## config.mk

```make
export PLATFORM = sky130hd
export DESIGN_NAME = sigan_source
export DESIGN_NICKNAME = d
export VERILOG_FILES = /design/src/rtl/sigan_pkg.sv /design/src/rtl/sigan_lfsr_model.sv /design/src/rtl/sigan_source.sv
export SDC_FILE = /design/constraint.sdc
export NUM_CORES = 1
export LEC_CHECK = 0
export BUFFER_PORTS_ARGS = -buffer_cell sky130_fd_sc_hd__buf_4
export CAP_MARGIN = 20
export CORE_ASPECT_RATIO = 0.75
export CORE_MARGIN = 1
export CORE_UTILIZATION = 38
export CTS_CLUSTER_DIAMETER = 30
export DETAILED_ROUTE_END_ITERATION = 7
export GPL_TIMING_DRIVEN = 0
export PLACE_DENSITY = 0.77
export SLEW_MARGIN = 20
export SYNTH_ARGS = -nofsm -noshare
export SYNTH_HDL_FRONTEND = slang
export SYNTH_SLANG_ARGS = --single-unit
```

## constraint.sdc

```tcl
create_clock -name clock -period 1.61 [get_ports clock]
set_input_delay 0.0805 -clock clock [delete_from_list [all_inputs] [get_ports clock]]
set_output_delay 0.0805 -clock clock [all_outputs]
set_load 0.1 [all_outputs]
```

## src/rtl/sigan_pkg.sv

```systemverilog
// sigan_pkg
// Shared definitions for the signature-analyzer path (sigan and sigan_source):
// signature width, feedback tap positions of x^16+x^12+x^9+x^7+1, the stimulus
// source state enum, and the one-bit signature shift helper.
// No ports.
package sigan_pkg;

  localparam int SIG_WIDTH = 16;

  // Feedback taps of the signature register, as bit indices.
  localparam int TAP_A = 6;
  localparam int TAP_B = 8;
  localparam int TAP_C = 11;
  localparam int TAP_D = 15;

  typedef enum logic [1:0] {
    IDLE   = 2'd0,
    WINDOW = 2'd1,
    GAP    = 2'd2
  } state_e;

  // One shift of the signature register with data bit d entering at bit 0.
  function automatic logic [SIG_WIDTH-1:0] sig_shift(input logic [SIG_WIDTH-1:0] sig,
                                                     input logic                 d);
    return {sig[SIG_WIDTH-2:0], d ^ sig[TAP_A] ^ sig[TAP_B] ^ sig[TAP_C] ^ sig[TAP_D]};
  endfunction

endpackage

```

## src/rtl/sigan_lfsr_model.sv

```systemverilog
// sigan_lfsr_model
// Single-channel signature model: a 16-bit shift register that folds one data
// bit per enabled clock into the running signature.
// Ports:
//   clock   - rising-edge clock
//   reset   - synchronous active-high reset, clears the signature
//   clear_i - treat the register as zero before this cycle's shift
//   en_i    - shift d_i in this cycle
//   d_i     - data bit for this channel
//   sig_o   - current signature
module sigan_lfsr_model
  import sigan_pkg::*;
(
  input  logic                 clock,
  input  logic                 reset,
  input  logic                 clear_i,
  input  logic                 en_i,
  input  logic                 d_i,
  output logic [SIG_WIDTH-1:0] sig_o
);

  logic [SIG_WIDTH-1:0] sig_q;
  logic [SIG_WIDTH-1:0] sig_d;

  // The clear and the first shift happen in the same cycle, so the start
  // cycle's bit lands in a freshly zeroed register.
  always_comb begin
    sig_d = sig_q;
    if (en_i) begin
      sig_d = sig_shift(clear_i ? '0 : sig_q, d_i);
    end
  end

  always_ff @(posedge clock) begin
    if (reset) begin
      sig_q <= '0;
    end else begin
      sig_q <= sig_d;
    end
  end

  assign sig_o = sig_q;

endmodule

```

## src/rtl/sigan_source.sv

```systemverilog
// sigan_source
// Stimulus transmitter for the signature-analyzer path. Produces gate windows
// (start/stop strobes) with a binary counter on the data bus, optionally with
// per-channel reference signatures. Optional feature macro:
//   SIGAN_SOURCE_EXPECT_EN - compiles in the signature models; otherwise
//                            expected and expected_valid are tied to 0.
// Ports:
//   clock          - rising-edge clock
//   reset          - synchronous active-high reset
//   run            - level request to keep producing windows
//   start          - strobe on the first window cycle
//   stop           - strobe on the last window cycle
//   data           - counter value (DATA_WIDTH channels)
//   busy           - high from start through stop
//   done           - pulse the cycle after stop
//   expected       - per-channel signature, channel i at [16i+15:16i]
//   expected_valid - expected is final, from done until the next start
module sigan_source
  import sigan_pkg::*;
#(
  parameter int DATA_WIDTH = 8,
  parameter int WINDOW_LEN = 1024,
  parameter int GAP_LEN    = 1024,
  parameter int COUNT_INIT = 0
) (
  input  logic                            clock,
  input  logic                            reset,
  input  logic                            run,
  output logic                            start,
  output logic                            stop,
  output logic [DATA_WIDTH-1:0]           data,
  output logic                            busy,
  output logic                            done,
  output logic [SIG_WIDTH*DATA_WIDTH-1:0] expected,
  output logic                            expected_valid
);

  // One position counter serves both the window and the gap, so it is sized
  // for the longer of the two.
  localparam int MAX_LEN = (WINDOW_LEN > GAP_LEN) ? WINDOW_LEN : GAP_LEN;
  localparam int POS_W   = (MAX_LEN > 1) ? $clog2(MAX_LEN) : 1;

  localparam logic [POS_W-1:0]      WIN_LAST = POS_W'(WINDOW_LEN - 1);
  localparam logic [POS_W-1:0]      GAP_LAST = POS_W'(GAP_LEN - 1);
  localparam logic [POS_W-1:0]      POS_ONE  = POS_W'(1);
  localparam logic [DATA_WIDTH-1:0] INIT_VAL = DATA_WIDTH'(COUNT_INIT);
  localparam logic [DATA_WIDTH-1:0] CNT_ONE  = DATA_WIDTH'(1);

  state_e                state_q, state_d;
  logic [POS_W-1:0]      pos_q, pos_d;
  logic [DATA_WIDTH-1:0] cnt_q, cnt_d;
  logic                  done_q, done_d;

  // Next-state logic. A window always runs to its stop cycle; run is only
  // consulted at the stop cycle and at the end of the gap. The counter is
  // reloaded on every transition into WINDOW.
  always_comb begin
    state_d = state_q;
    pos_d   = pos_q;
    cnt_d   = cnt_q;
    done_d  = 1'b0;
    case (state_q)
      IDLE: begin
        if (run) begin
          state_d = WINDOW;
          pos_d   = '0;
          cnt_d   = INIT_VAL;
        end
      end
      WINDOW: begin
        cnt_d = cnt_q + CNT_ONE;
        if (pos_q == WIN_LAST) begin
          done_d  = 1'b1;
          pos_d   = '0;
          state_d = run ? GAP : IDLE;
        end else begin
          pos_d = pos_q + POS_ONE;
        end
      end
      GAP: begin
        cnt_d = cnt_q + CNT_ONE;
        if (pos_q == GAP_LAST) begin
          pos_d = '0;
          if (run) begin
            state_d = WINDOW;
            cnt_d   = INIT_VAL;
          end else begin
            state_d = IDLE;
          end
        end else begin
          pos_d = pos_q + POS_ONE;
        end
      end
      default: begin
        state_d = IDLE;
        pos_d   = '0;
      end
    endcase
  end

  always_ff @(posedge clock) begin
    if (reset) begin
      state_q <= IDLE;
      pos_q   <= '0;
      cnt_q   <= INIT_VAL;
      done_q  <= 1'b0;
    end else begin
      state_q <= state_d;
      pos_q   <= pos_d;
      cnt_q   <= cnt_d;
      done_q  <= done_d;
    end
  end

  assign busy  = (state_q == WINDOW);
  assign start = busy && (pos_q == '0);
  assign stop  = busy && (pos_q == WIN_LAST);
  assign data  = cnt_q;
  assign done  = done_q;

`ifdef SIGAN_SOURCE_EXPECT_EN

  logic valid_q, valid_d;

  // Valid drops on the start cycle (the models are being rewritten) and rises
  // together with done, once the stop cycle's bit has been absorbed.
  always_comb begin
    valid_d = valid_q;
    if ((state_d == WINDOW) && (state_q != WINDOW)) begin
      valid_d = 1'b0;
    end else if (done_d) begin
      valid_d = 1'b1;
    end
  end

  always_ff @(posedge clock) begin
    if (reset) begin
      valid_q <= 1'b0;
    end else begin
      valid_q <= valid_d;
    end
  end

  for (genvar ch = 0; ch < DATA_WIDTH; ch++) begin : gModel
    sigan_lfsr_model uModel (
      .clock   (clock),
      .reset   (reset),
      .clear_i (start),
      .en_i    (busy),
      .d_i     (cnt_q[ch]),
      .sig_o   (expected[SIG_WIDTH*ch +: SIG_WIDTH])
    );
  end

  assign expected_valid = valid_q;

`else

  assign expected       = '0;
  assign expected_valid = 1'b0;

`endif

endmodule

```

# After elaboration in Yosys (flattened, before gate mapping)
# Index checks and enable logic that the tools add are counted.
[classes]
bitwise_logic = 1
eq_ne = 6
n_mux = 14
n_reduce_logical = 9
addsub = 2
[op_table]
columns = ["op", "n"]
rows = [
  ["$mux 8", 3],
  ["$pmux 8 s3", 1],
  ["$mux 10", 2],
  ["$pmux 10 s2", 1],
  ["$add 10x1->10 const B", 1],
  ["$eq 10x10->1 const B", 1],
  ["$logic_not 10->1", 1],
  ["$add 8x1->8 const B", 1],
  ["$mux 2", 4],
  ["$pmux 2 s3", 1],
  ["$ne 2x2->1 const B", 2],
  ["$reduce_or 2->1", 2],
  ["$reduce_and 3->1", 1],
  ["$reduce_bool 3->1", 1],
  ["$eq 2x1->1 const B", 1],
  ["$eq 2x2->1 const B", 1],
  ["$logic_and 1x1->1", 2],
  ["$logic_not 2->1", 1],
  ["$mux 1", 2],
  ["$ne 2x1->1 const B", 1],
  ["$reduce_and 2->1", 1],
  ["$not 1->1", 1],
]
[word_totals]
ff_bits = 21
inputBits = 3
elab_cells = 36
output_inout_bits = 141

# Logic depth before layout (Yosys ltp)
[depth]
depth_word = 4
ltp_mapped = 7

# Worst setup path before layout
# Ideal clock, no wire load.
[synth_path]
kind = "flip-flop to output port"
startpoint = "register state_q[1]"
endpoint = "output port start"
arrival_ns = 2.228
setup_slack_ns = -0.699
stages_incl_launch_ff = 4
required_ns = 1.529
path_cell_list = "dfxtp_1 -> inv_1 -> ha_1 -> and4_1"
[synth_between]
elab_chain_len = 2
[synth_rtl]
columns = ["item", "line_no", "rtl"]
rows = [
  ["from (decl)", "sigan_source.sv:49", "state_e state_q, state_d;"],
  ["from (signal assigned)", "sigan_source.sv:108", "state_q <= state_d;"],
  ["$eq 2x1->1", "sigan_source.sv:115", "assign busy = (state_q == WINDOW);"],
  ["via busy", "sigan_source.sv:32", "output logic busy,"],
  ["$logic_and 1x1->1", "sigan_source.sv:116", "assign start = busy && (pos_q == '0);"],
  ["to (decl)", "sigan_source.sv:29", "output logic start,"],
]
# The timed path passes the listed nets, and every way through them passes these cells.

# Final worst setup path
[layout_path]
startpoint = "register pos_q[1]"
endpoint = "output port stop"
[layout_between]
elab_chain_len = 2
[layout_rtl]
columns = ["item", "line_no", "rtl"]
rows = [
  ["from (decl)", "sigan_source.sv:50", "logic [POS_W-1:0] pos_q, pos_d;"],
  ["from (signal assigned)", "sigan_source.sv:109", "pos_q <= pos_d;"],
  ["$eq 10x10->1", "sigan_source.sv:117", "assign stop = busy && (pos_q == WIN_LAST);"],
  ["$logic_and 1x1->1", "sigan_source.sv:117", ""],
  ["to (decl)", "sigan_source.sv:30", "output logic stop,"],
]
# Every way passes these cells.

==> flow_metrics.env <==
export IMPL_rsz0062_at_grt="true"
export IMPL_syn_to_final_growth_pct=44.15
export IMPL_diodes=0
export IMPL_drv_cap=0
export IMPL_final_nets=429
export IMPL_irDropWorstVdd_uv=348.6
export IMPL_core_region_area_mm2=0.005381
export IMPL_final_max_slew_viol_count=0
export IMPL_yosys_warnings=0
export IMPL_io_buffers=13
export IMPL_crit_chain="ha_4 -> nand2_4 -> nor3_4 -> and2_4 -> buf_12"
export IMPL_multi_input_area_mm2=0.001284
export IMPL_vias_per_cell=3.542
export IMPL_post_route_drc_count=0
export IMPL_grt_pass1_vias=1265
export IMPL_dr_pass1_iters=4
export IMPL_drive_gt1_share_pct=44.50
export IMPL_ys_seq_area_share_pct=19.75
export IMPL_final_cell_mix="buf_4 (147), conb_1 (129), nor2_1 (13), dfxtp_2 (10), nand2_1 (9)"
export IMPL_path_max_fanout=6
export IMPL_io_pin_count=144
export IMPL_path_class="reg2out"
export IMPL_synth_largest_area_cell="buf_4"
export IMPL_finalSetupViolations=0
export IMPL_hp_class="in2reg"
export IMPL_vias=1746
export IMPL_synth_distinct_cells=37
export IMPL_drtIter0Drc=81
export IMPL_ys_ff_latch=21
export IMPL_grt_pass1_wl_mm=5.692
export IMPL_initial_core_util_pct=39.55
export IMPL_setup_worst_path_end_class="primary output"
export IMPL_final_common_cell="buf_4"
export IMPL_finalCritPeriodShare_pct=98.42
export IMPL_slowest_stage="dfxtp_4"
export IMPL_required_ns=1.53
export IMPL_status="complete, no violations"
export IMPL_grt_max_degree=13
export IMPL_rows=23
export IMPL_wl_mm=4.008
export IMPL_path_clk_slew_ns=0.08
export IMPL_die_h_um=66.81
export IMPL_clock_latency_ns=0.26
export IMPL_antenna_found_initial=0
export IMPL_yosys_top_cells_area="buf_4 (46%), dfxtp_1 (20%), ha_1 (4.1%)"
export IMPL_numCtsBuffers=3
export IMPL_track_usage_pct=12.15
export IMPL_syn_area_mm2=0.002128
export IMPL_die_x_um=88.42
export IMPL_nFillCells=481
export IMPL_synthDominantCellAreaShare_pct=45.50
export IMPL_die_area_mm2=0.005907
export IMPL_hpwl_mm=3.206
export IMPL_gr_total_overflow=0
export IMPL_fin_skew_ns=0.001573
export IMPL_routabilityCongestion=0.8633
export IMPL_cpPeakStageDelay_ns=0.39
export IMPL_power_leakage_nw=1.693
export IMPL_synth_ff_type="dfxtp_1"
export IMPL_cts_tree="done"
export IMPL_pre_cts_ws_ns=-0.2949
export IMPL_regArea_um2=455.4
export IMPL_cts_buffer_depth=2
export IMPL_synthArstFlopShare_pct=0
export IMPL_finalCriticalPeriod_ns=1.585
export IMPL_layout_cells_non_filler=493
export IMPL_cts_hold_buf=0
export IMPL_dp_cells=482
export IMPL_start_kind="register"
export IMPL_root_buffer="clkbuf_8"
export IMPL_critPathBufInv=1
export IMPL_synth_edff_count=0
export IMPL_postRouteAntennaNets=0
export IMPL_wl_per_cell_um=8.130
export IMPL_syn_inst=266
export IMPL_fin_ws_ns=0.02538
export IMPL_syn_area_per_cell_um2=8.001
export IMPL_clock_fmax_mhz=631.1
export IMPL_p_per_area_mw_per_mm2=868.1
export IMPL_htree_levels=1
export IMPL_hold_violations=0
export IMPL_crit_arrival_ns=1.50
export IMPL_clock_sinks=21
export IMPL_cp_top_family="simple AND/OR/NAND/NOR gates"
[report_power, final]
group	internal [mW]	total, mW	switching [mW]
combinational	0.291	1.78	1.49
sequential	0.522	0.534	0.0120
clock	0.172	0.344	0.172
total	0.985	2.66	1.68
[kinds of logic after synthesis]
group,synth area share (%)
buffers and inverters,47.74
and+or+nand+nor,16.34
AOI/OAI and AO/OA,7.349
DFF,19.75
xor gates and xnor gates,4.527
adders and majority gates,4.115
other,0.1762
[synth_stat cells, types with 3 or more instances]
master	count
dfxtp_1	21
xor2_1	5
o21ai_0	5
nor2_1	13
inv_1	6
nor2b_1	3
nand3_1	6
a21oi_1	7
and4_1	4
nand2_1	10
xnor2_1	6
nor4_1	6
ha_1	7
buf_4	129
nand4_1	8
[sequential cells by signal, indices dropped and copies added (netlist names)]
register / flops
data: 8
done: 1
pos_q: 10
state_q: 2
[per-layer routing]
metal,global-route usage [%],vias to the layer above,wire length (µm)
met4,1.210,0,0
met1,15.76,735,1676
met5,0,-,0
met3,3.222,0,309
li1,-,938,-
met2,20.77,73,2023
[area by class of cell]
cell class | count | share of cell area [%]
clock inverter | 1 | 0.1631
timing repair buffer | 20 | 5.424
clock buffer | 3 | 1.346
tap | 75 | 3.059
sequential | 21 | 14.85
multi-input combinational | 234 | 41.84
inverter | 6 | 0.7341
buffer | 133 | 32.59
[worst register-to-register path: stages, from the launching register on]
cell and delay [ns]:
dfxtp_4 0.38, ha_4 0.18, buf_4 0.14, and3b_1 0.18
a31oi_2 0.30, nand4b_1 0.14, a21oi_1 0.14
[through the flow]
stage / area [µm²] / setup TNS [ns] / hold slack (ns) / power, mW / util (%)
2_1_floorplan: 2645 / 0 / 0.3822 / 2.243 / -
3_3_place_gp: 2836 / -1.129 / 0.4805 / 2.281 / 52.71
3_5_place_dp: 2836 / -1.816 / 0.4829 / 2.284 / 52.71
4_1_cts: 2980 / 0 / 0.2320 / 2.648 / 55.38
5_1_grt: 3068 / -0.05005 / 0.2559 / 2.756 / 57.01
6_report: 3068 / 0 / 0.2467 / 2.663 / 57.01
[worst paths after layout]
path                                            start                   end  slack, ns  cells after the start
worst max-delay path            pos_q[1]$_SDFFE_PP0P_                  stop       0.03                      5
worst min-delay path                            reset  data[1]$_SDFFE_PP0P_       0.25                      2
worst max register to register  pos_q[1]$_SDFFE_PP0P_  data[2]$_SDFFE_PP0P_       0.08                      6
worst min register to register   data[1]$_SDFFE_PP0P_  data[1]$_SDFFE_PP0P_       0.50                      2
[timing repair]
item                                    in CTS  in global routing
pin swaps                                    2                  7
resized for setup                           22                 13
endpoints found under the setup margin      19                 13
endpoints found under the hold margin        0                  0
setup buffers                                1                  6
(Power assumes the default switching activity.)
